`src/rtl/rd_sched_rr_if.sv`:
```
// Read-scheduler bus: request/ready inputs and the mux output stream from the
// buffers, plus the grant and mux control the scheduler returns to them.
interface rd_sched_rr_if #(
    parameter int IN_PORT_NUM = 16,
    parameter int SEL_W       = $clog2(IN_PORT_NUM)
);
    logic [IN_PORT_NUM-1:0] i_req;
    logic                   i_out_rdy;
    logic                   i_rd_vld;
    logic                   i_rd_sop;
    logic                   i_rd_eop;
    logic [IN_PORT_NUM-1:0] o_rd_grant;
    logic                   o_en;
    logic [SEL_W-1:0]       o_sel;
    logic                   o_busy;
    logic                   o_timeout;
    logic                   o_proto_err;

    // Side that owns the input buffers and the downstream stage
    modport master (
        output i_req, i_out_rdy, i_rd_vld, i_rd_sop, i_rd_eop,
        input  o_rd_grant, o_en, o_sel, o_busy, o_timeout, o_proto_err
    );

    // Scheduler side
    modport slave (
        input  i_req, i_out_rdy, i_rd_vld, i_rd_sop, i_rd_eop,
        output o_rd_grant, o_en, o_sel, o_busy, o_timeout, o_proto_err
    );
endinterface

```
`src/rtl/rd_sched_rr.sv`:
```
// Per-output-port round-robin read scheduler. Picks one requesting input port,
// holds the grant and mux select for the whole packet (sop..eop) by watching the
// mux output stream, and gives up if the granted port never produces a sop.
module rd_sched_rr #(
    parameter int IN_PORT_NUM = 16,
    parameter int SEL_W       = $clog2(IN_PORT_NUM),
    parameter int SOP_TIMEOUT = 64
) (
    input  logic         i_clk,
    input  logic         i_rst,
    rd_sched_rr_if.slave bus
);

    localparam int                CNT_W    = $clog2(SOP_TIMEOUT + 1);
    localparam logic [CNT_W-1:0]  CNT_LAST = CNT_W'(SOP_TIMEOUT - 1);
    localparam logic [SEL_W-1:0]  PTR_INIT = SEL_W'(IN_PORT_NUM - 1);

    typedef enum logic [1:0] {
        IDLE,
        WAIT_SOP,
        XFER
    } state_t;

    state_t                 state_q, state_d;
    logic [SEL_W-1:0]       ptr_q, ptr_d;
    logic [CNT_W-1:0]       cnt_q, cnt_d;
    logic [IN_PORT_NUM-1:0] grant_q, grant_d;
    logic                   en_q, en_d;
    logic [SEL_W-1:0]       sel_q, sel_d;
    logic                   busy_q, busy_d;
    logic                   timeout_q, timeout_d;
    logic                   proto_err_q, proto_err_d;

    logic                   found;
    logic [SEL_W-1:0]       winner;

    // Round-robin search: first requesting port after the last granted one
    always_comb begin : rr_scan
        int scan_idx;
        found    = 1'b0;
        winner   = '0;
        scan_idx = 0;
        for (int off = 1; off <= IN_PORT_NUM; off++) begin
            scan_idx = int'(ptr_q) + off;
            if (scan_idx >= IN_PORT_NUM) begin
                scan_idx = scan_idx - IN_PORT_NUM;
            end
            if (!found && bus.i_req[SEL_W'(scan_idx)]) begin
                found  = 1'b1;
                winner = SEL_W'(scan_idx);
            end
        end
    end

    // Next-state and next-output logic; error/timeout flags are single-cycle pulses
    always_comb begin
        state_d     = state_q;
        ptr_d       = ptr_q;
        cnt_d       = cnt_q;
        grant_d     = grant_q;
        en_d        = en_q;
        sel_d       = sel_q;
        busy_d      = busy_q;
        timeout_d   = 1'b0;
        proto_err_d = 1'b0;

        case (state_q)
            IDLE: begin
                grant_d = '0;
                en_d    = 1'b0;
                busy_d  = 1'b0;
                if (bus.i_out_rdy && found) begin
                    state_d         = WAIT_SOP;
                    grant_d[winner] = 1'b1;
                    sel_d           = winner;
                    en_d            = 1'b1;
                    busy_d          = 1'b1;
                    ptr_d           = winner;
                    cnt_d           = '0;
                end
            end

            WAIT_SOP: begin
                if (bus.i_rd_vld) begin
                    if (bus.i_rd_sop) begin
                        if (bus.i_rd_eop) begin
                            state_d = IDLE;
                            grant_d = '0;
                            en_d    = 1'b0;
                            busy_d  = 1'b0;
                        end else begin
                            state_d = XFER;
                        end
                    end else begin
                        proto_err_d = 1'b1;
                    end
                end else if (cnt_q == CNT_LAST) begin
                    timeout_d = 1'b1;
                    state_d   = IDLE;
                    grant_d   = '0;
                    en_d      = 1'b0;
                    busy_d    = 1'b0;
                end else begin
                    cnt_d = cnt_q + 1'b1;
                end
            end

            XFER: begin
                if (bus.i_rd_vld) begin
                    if (bus.i_rd_sop) begin
                        proto_err_d = 1'b1;
                    end
                    if (bus.i_rd_eop) begin
                        state_d = IDLE;
                        grant_d = '0;
                        en_d    = 1'b0;
                        busy_d  = 1'b0;
                    end
                end
            end

            default: begin
                state_d = IDLE;
                grant_d = '0;
                en_d    = 1'b0;
                busy_d  = 1'b0;
            end
        endcase
    end

    // State and output registers; reset overrides any packet in flight
    always_ff @(posedge i_clk) begin
        if (i_rst) begin
            state_q     <= IDLE;
            ptr_q       <= PTR_INIT;
            cnt_q       <= '0;
            grant_q     <= '0;
            en_q        <= 1'b0;
            sel_q       <= '0;
            busy_q      <= 1'b0;
            timeout_q   <= 1'b0;
            proto_err_q <= 1'b0;
        end else begin
            state_q     <= state_d;
            ptr_q       <= ptr_d;
            cnt_q       <= cnt_d;
            grant_q     <= grant_d;
            en_q        <= en_d;
            sel_q       <= sel_d;
            busy_q      <= busy_d;
            timeout_q   <= timeout_d;
            proto_err_q <= proto_err_d;
        end
    end

    assign bus.o_rd_grant  = grant_q;
    assign bus.o_en        = en_q;
    assign bus.o_sel       = sel_q;
    assign bus.o_busy      = busy_q;
    assign bus.o_timeout   = timeout_q;
    assign bus.o_proto_err = proto_err_q;

endmodule

```
`src/flat_wrapper.sv`:
```
// flat-port wrapper written by rule: the top's interface ports become plain ports
module rd_sched_rr_flat 
#(
    parameter int IN_PORT_NUM = 16,
    parameter int SEL_W       = $clog2(IN_PORT_NUM),
    parameter int SOP_TIMEOUT = 64
)
  (i_clk, i_rst, bus_i_req, bus_i_out_rdy, bus_i_rd_vld, bus_i_rd_sop, bus_i_rd_eop, bus_o_rd_grant, bus_o_en, bus_o_sel, bus_o_busy, bus_o_timeout, bus_o_proto_err);
  rd_sched_rr_if #(.IN_PORT_NUM(IN_PORT_NUM), .SEL_W(SEL_W)) bus_i ();
  input  logic i_clk;
  input  logic i_rst;
  input wire logic [$bits(bus_i.i_req)-1:0] bus_i_req;
  input wire logic [$bits(bus_i.i_out_rdy)-1:0] bus_i_out_rdy;
  input wire logic [$bits(bus_i.i_rd_vld)-1:0] bus_i_rd_vld;
  input wire logic [$bits(bus_i.i_rd_sop)-1:0] bus_i_rd_sop;
  input wire logic [$bits(bus_i.i_rd_eop)-1:0] bus_i_rd_eop;
  output wire logic [$bits(bus_i.o_rd_grant)-1:0] bus_o_rd_grant;
  output wire logic [$bits(bus_i.o_en)-1:0] bus_o_en;
  output wire logic [$bits(bus_i.o_sel)-1:0] bus_o_sel;
  output wire logic [$bits(bus_i.o_busy)-1:0] bus_o_busy;
  output wire logic [$bits(bus_i.o_timeout)-1:0] bus_o_timeout;
  output wire logic [$bits(bus_i.o_proto_err)-1:0] bus_o_proto_err;
  assign bus_i.i_req = bus_i_req;
  assign bus_i.i_out_rdy = bus_i_out_rdy;
  assign bus_i.i_rd_vld = bus_i_rd_vld;
  assign bus_i.i_rd_sop = bus_i_rd_sop;
  assign bus_i.i_rd_eop = bus_i_rd_eop;
  assign bus_o_rd_grant = bus_i.o_rd_grant;
  assign bus_o_en = bus_i.o_en;
  assign bus_o_sel = bus_i.o_sel;
  assign bus_o_busy = bus_i.o_busy;
  assign bus_o_timeout = bus_i.o_timeout;
  assign bus_o_proto_err = bus_i.o_proto_err;
  rd_sched_rr #(.IN_PORT_NUM(IN_PORT_NUM), .SEL_W(SEL_W), .SOP_TIMEOUT(SOP_TIMEOUT)) u_core (.i_clk(i_clk), .i_rst(i_rst), .bus(bus_i));
endmodule
```
`config.mk`:
```
export PLATFORM = sky130hd
export DESIGN_NAME = rd_sched_rr_flat
export DESIGN_NICKNAME = d
export VERILOG_FILES = /design/src/rtl/rd_sched_rr_if.sv /design/src/rtl/rd_sched_rr.sv /design/src/flat_wrapper.sv
export SDC_FILE = /design/constraint.sdc
export NUM_CORES = 1
export LEC_CHECK = 0
export CORE_MARGIN = 8
export CORE_UTILIZATION = 35
export DETAILED_ROUTE_END_ITERATION = 8
export GPL_ROUTABILITY_DRIVEN = 0
export PLACE_DENSITY = 0.56
export SLEW_MARGIN = 20
export SYNTH_ARGS = -nofsm -noshare
export SYNTH_HDL_FRONTEND = slang
export SYNTH_SLANG_ARGS = --single-unit
```
`constraint.sdc`:
```
create_clock -name i_clk -period 5.6 [get_ports i_clk]
set_input_delay 1.68 -clock i_clk [delete_from_list [all_inputs] [get_ports i_clk]]
set_output_delay 1.68 -clock i_clk [all_outputs]
set_load 0.02 [all_outputs]
```
==> flow_metrics.tcl <==
set metrics [dict create \
    status "finished, final reports clean" \
    portBuffers 45 \
    cts_hold_buf 0 \
    rsz0062_at_grt "false" \
    final_cells 646 \
    drtIter0Drc 242 \
    syn_inst 462 \
    cp.depth 11 \
    drt_first_pass_iters 5 \
    holdPathEnd "u_core.bus.o_rd_grant[1]" \
    row_count 39 \
    r2r_cells 12 \
    die_height_um 123 \
    drive_gt1_frac 0.163 \
    vdd_ir_drop_max_v 0.000195 \
    min-delay-start "u_core.bus.o_rd_grant[1]" \
    cts_buffer_depth 2 \
    grt_max_degree 35 \
    finalSetupViolCount 0 \
    finalMaxSlewViolations 0 \
    async_flop_share 0 \
    synth-seq-area-share 0.185 \
    num_vias 3865 \
    cts_setup_buffers 0 \
    htree_levels 2 \
    syn_area_per_cell_um2 8.65 \
    die-area_mm2 0.0151 \
    synthTopCellsByArea "dfxtp_1 (19%), mux4_2 (16%), nand2_1 (6.4%)" \
    p_total_mw 3.28 \
    fmax_ghz 0.194 \
    cp-start-kind "primary input" \
    drt.antenna.violating_nets 0 \
    overflow 0 \
    slowest_delay_ns 0.60 \
    grtUsageTotal 0.164 \
    root_buffer "clkbuf_16" \
    fin_crit_sh 0.921 \
    grt_pass1_wl_um 20000 \
    fin_nets 537 \
    yosys.area.top_type "dfxtp_1" \
    min_period_ns 5.16 \
    tritoncts "built" \
    critPathCaptureType "register" \
    finalSetupTns_ns 0 \
    crit_family "simple AND/OR/NAND/NOR gates" \
    rr_endpoint "u_core.bus.o_rd_grant[0]" \
    ys_types 74 \
    leakage_nw 1.76 \
    areaGrowthSynthToFinish_pct 19.0 \
    worstSetupPathType "primary input to register" \
    initial_utilization 0.355 \
    yosys_register_bits 37 \
    hold_violations 0 \
    yosysWarningCount 0 \
    path_cells "clkdlybuf4s50_1, mux4_2, mux2_2, a211o_1, nor3_4, nand4_4, or4_1, a32oi_1, nand2_1, nand2b_1, o21ai_1" \
    avgViaCountPerCell 5.98 \
    cp_slowest_cell "mux4_2" \
    drc 0 \
    synth_top_flop_cell "dfxtp_1" \
    core_area_mm2 0.0113 \
    clock_latency_ns 0.27 \
    cap_viol_max_count 0 \
    final_util 0.422 \
    yosysMostFrequentCell "nand2_1" \
    synth_edf_count 0 \
    synth_nets 497 \
    tightest_slew_ns 0.985 \
    power_density_mw_per_mm2 690 \
    cts_resized 0 \
    n_antenna_cell 0 \
    whs_path_depth 2 \
    hpwl_um 9420 \
    io_pins 46 \
    r2r_setup_slack_ns 1.25 \
    clock_skew_ns 0.00405 \
    clk_pin_slew_worst_paths_ns 0.06 \
    die_width_um 123 \
    critPathMaxFanout 10 \
    antenna_found_initial 0 \
    cts_made_buffers 5 \
    synthesis.area_mm2 0.00400 \
    worst_ep_arrival_time_ns 5.31 \
    cp_num_buf_inv 1 \
    synth_top_area_frac 0.185 \
    r2r-start "u_core.ptr_q[0]" \
    detail_route.wl_per_cell_um 19.0 \
    ys_top_cells_by_count "nand2_1 (68), dfxtp_1 (37), nor2_1 (31)" \
    worstPathRequired_ns 5.76 \
    slew_headroom 0.342 \
    dp.cells 638 \
    hold_class "register to register" \
    drt-total-wl_um 12300 \
    cts.sinks 37 \
    first_global_vias 3832 \
]
==> flip-flops by register name, summed over array words and instances (netlist names) <==
signal	count
u_core.bus.o_en	1
u_core.state_q	2
u_core.cnt_q	7
u_core.bus.o_sel	4
u_core.bus.o_proto_err	1
u_core.ptr_q	4
u_core.bus.o_timeout	1
u_core.bus.o_rd_grant	16
u_core.bus.o_busy	1
==> cells in the final DEF (no fill, tap or decap), types with 13 or more instances in the layout <==
| cell type | netlist | final |
|---|---|---|
| nand2_1 | 68 | 68 |
| clkdlybuf4s50_1 | 0 | 45 |
| dfxtp_1 | 37 | 37 |
| nor2_1 | 31 | 31 |
| mux4_2 | 28 | 28 |
| a21oi_1 | 22 | 22 |
| mux2i_1 | 21 | 21 |
| mux2_2 | 20 | 20 |
| o21ai_1 | 16 | 16 |
| nand3_1 | 15 | 15 |
| o21ai_0 | 13 | 13 |
| ha_1 | 13 | 13 |
==> area by class of cell <==
class / count / area [um2]
multi-input combinational: 392 / 3100
inverter: 12 / 45.0
clock buffer: 7 / 143
sequential: 37 / 741
timing repair buffer: 54 / 518
fill: 1089 / 6520
clock inverter: 1 / 30.0
tap: 143 / 179
==> worst max path at each step <==
stage	start	to	slack, ns
2_1_floorplan	bus_i_req[13]	u_core.bus.o_rd_grant[6]	1.28
3_3_place_gp	bus_i_req[13]	u_core.ptr_q[0]	0.22
3_5_place_dp	bus_i_req[13]	u_core.bus.o_rd_grant[12]	0.20
4_1_cts	bus_i_req[13]	u_core.bus.o_rd_grant[12]	0.47
5_1_grt	bus_i_req[12]	u_core.ptr_q[0]	0.25
6_report	bus_i_req[13]	u_core.bus.o_rd_grant[12]	0.44
==> kinds of logic (layout without fill, tap and decap cells) <==
family / after synthesis / in the layout / synth area share
AND/OR/NAND/NOR: 179 / 179 / 0.234
adder cells (fa/ha/maj): 13 / 13 / 0.0407
buffers and inverters: 33 / 74 / 0.0385
XOR/XNOR: 12 / 12 / 0.0263
AO/OA/AOI/OAI: 115 / 115 / 0.194
flip-flops: 37 / 37 / 0.185
multiplexers: 73 / 73 / 0.281
==> routing by layer <==
metal,GRT usage,up-vias,part of all wire
met1,0.214,1837,0.43
met2,0.263,166,0.47
met3,0.0308,28,0.072
met4,0.0609,0,0.029
li1,-,1834,-
met5,0,-,0
==> through the flow <==
| step | area (um2) | hold slack [ns] | setup slack, ns |
|---|---|---|---|
| 6_report | 4760 | 0.452 | 0.444 |
| 5_1_grt | 4760 | 0.468 | 0.251 |
| 4_1_cts | 4760 | 0.453 | 0.468 |
| 3_5_place_dp | 4580 | 0.445 | 0.203 |
| 3_3_place_gp | 4580 | 0.432 | 0.220 |
| 2_1_floorplan | 4000 | 0.421 | 1.28 |
==> worst register-to-register path, stage by stage, from the launching register on <==
cell and delay [ns]:
dfxtp_1 0.32, buf_4 0.43, ha_1 0.42, xor2_1 0.45
mux2_2 0.43, and2_1 0.26, o21ai_0 0.30, and3_1 0.21
o221ai_1 0.15, o32ai_1 0.63, nand4b_1 0.24, nand2b_2 0.28
o21ai_1 0.15
==> report_power, final <==
group | switching [mW] | internal (mW)
Sequential | 0.0511 | 0.317
Combinational | 1.57 | 1.02
Clock | 0.102 | 0.222
Total | 1.72 | 1.56
(Power assumes the default switching activity.)
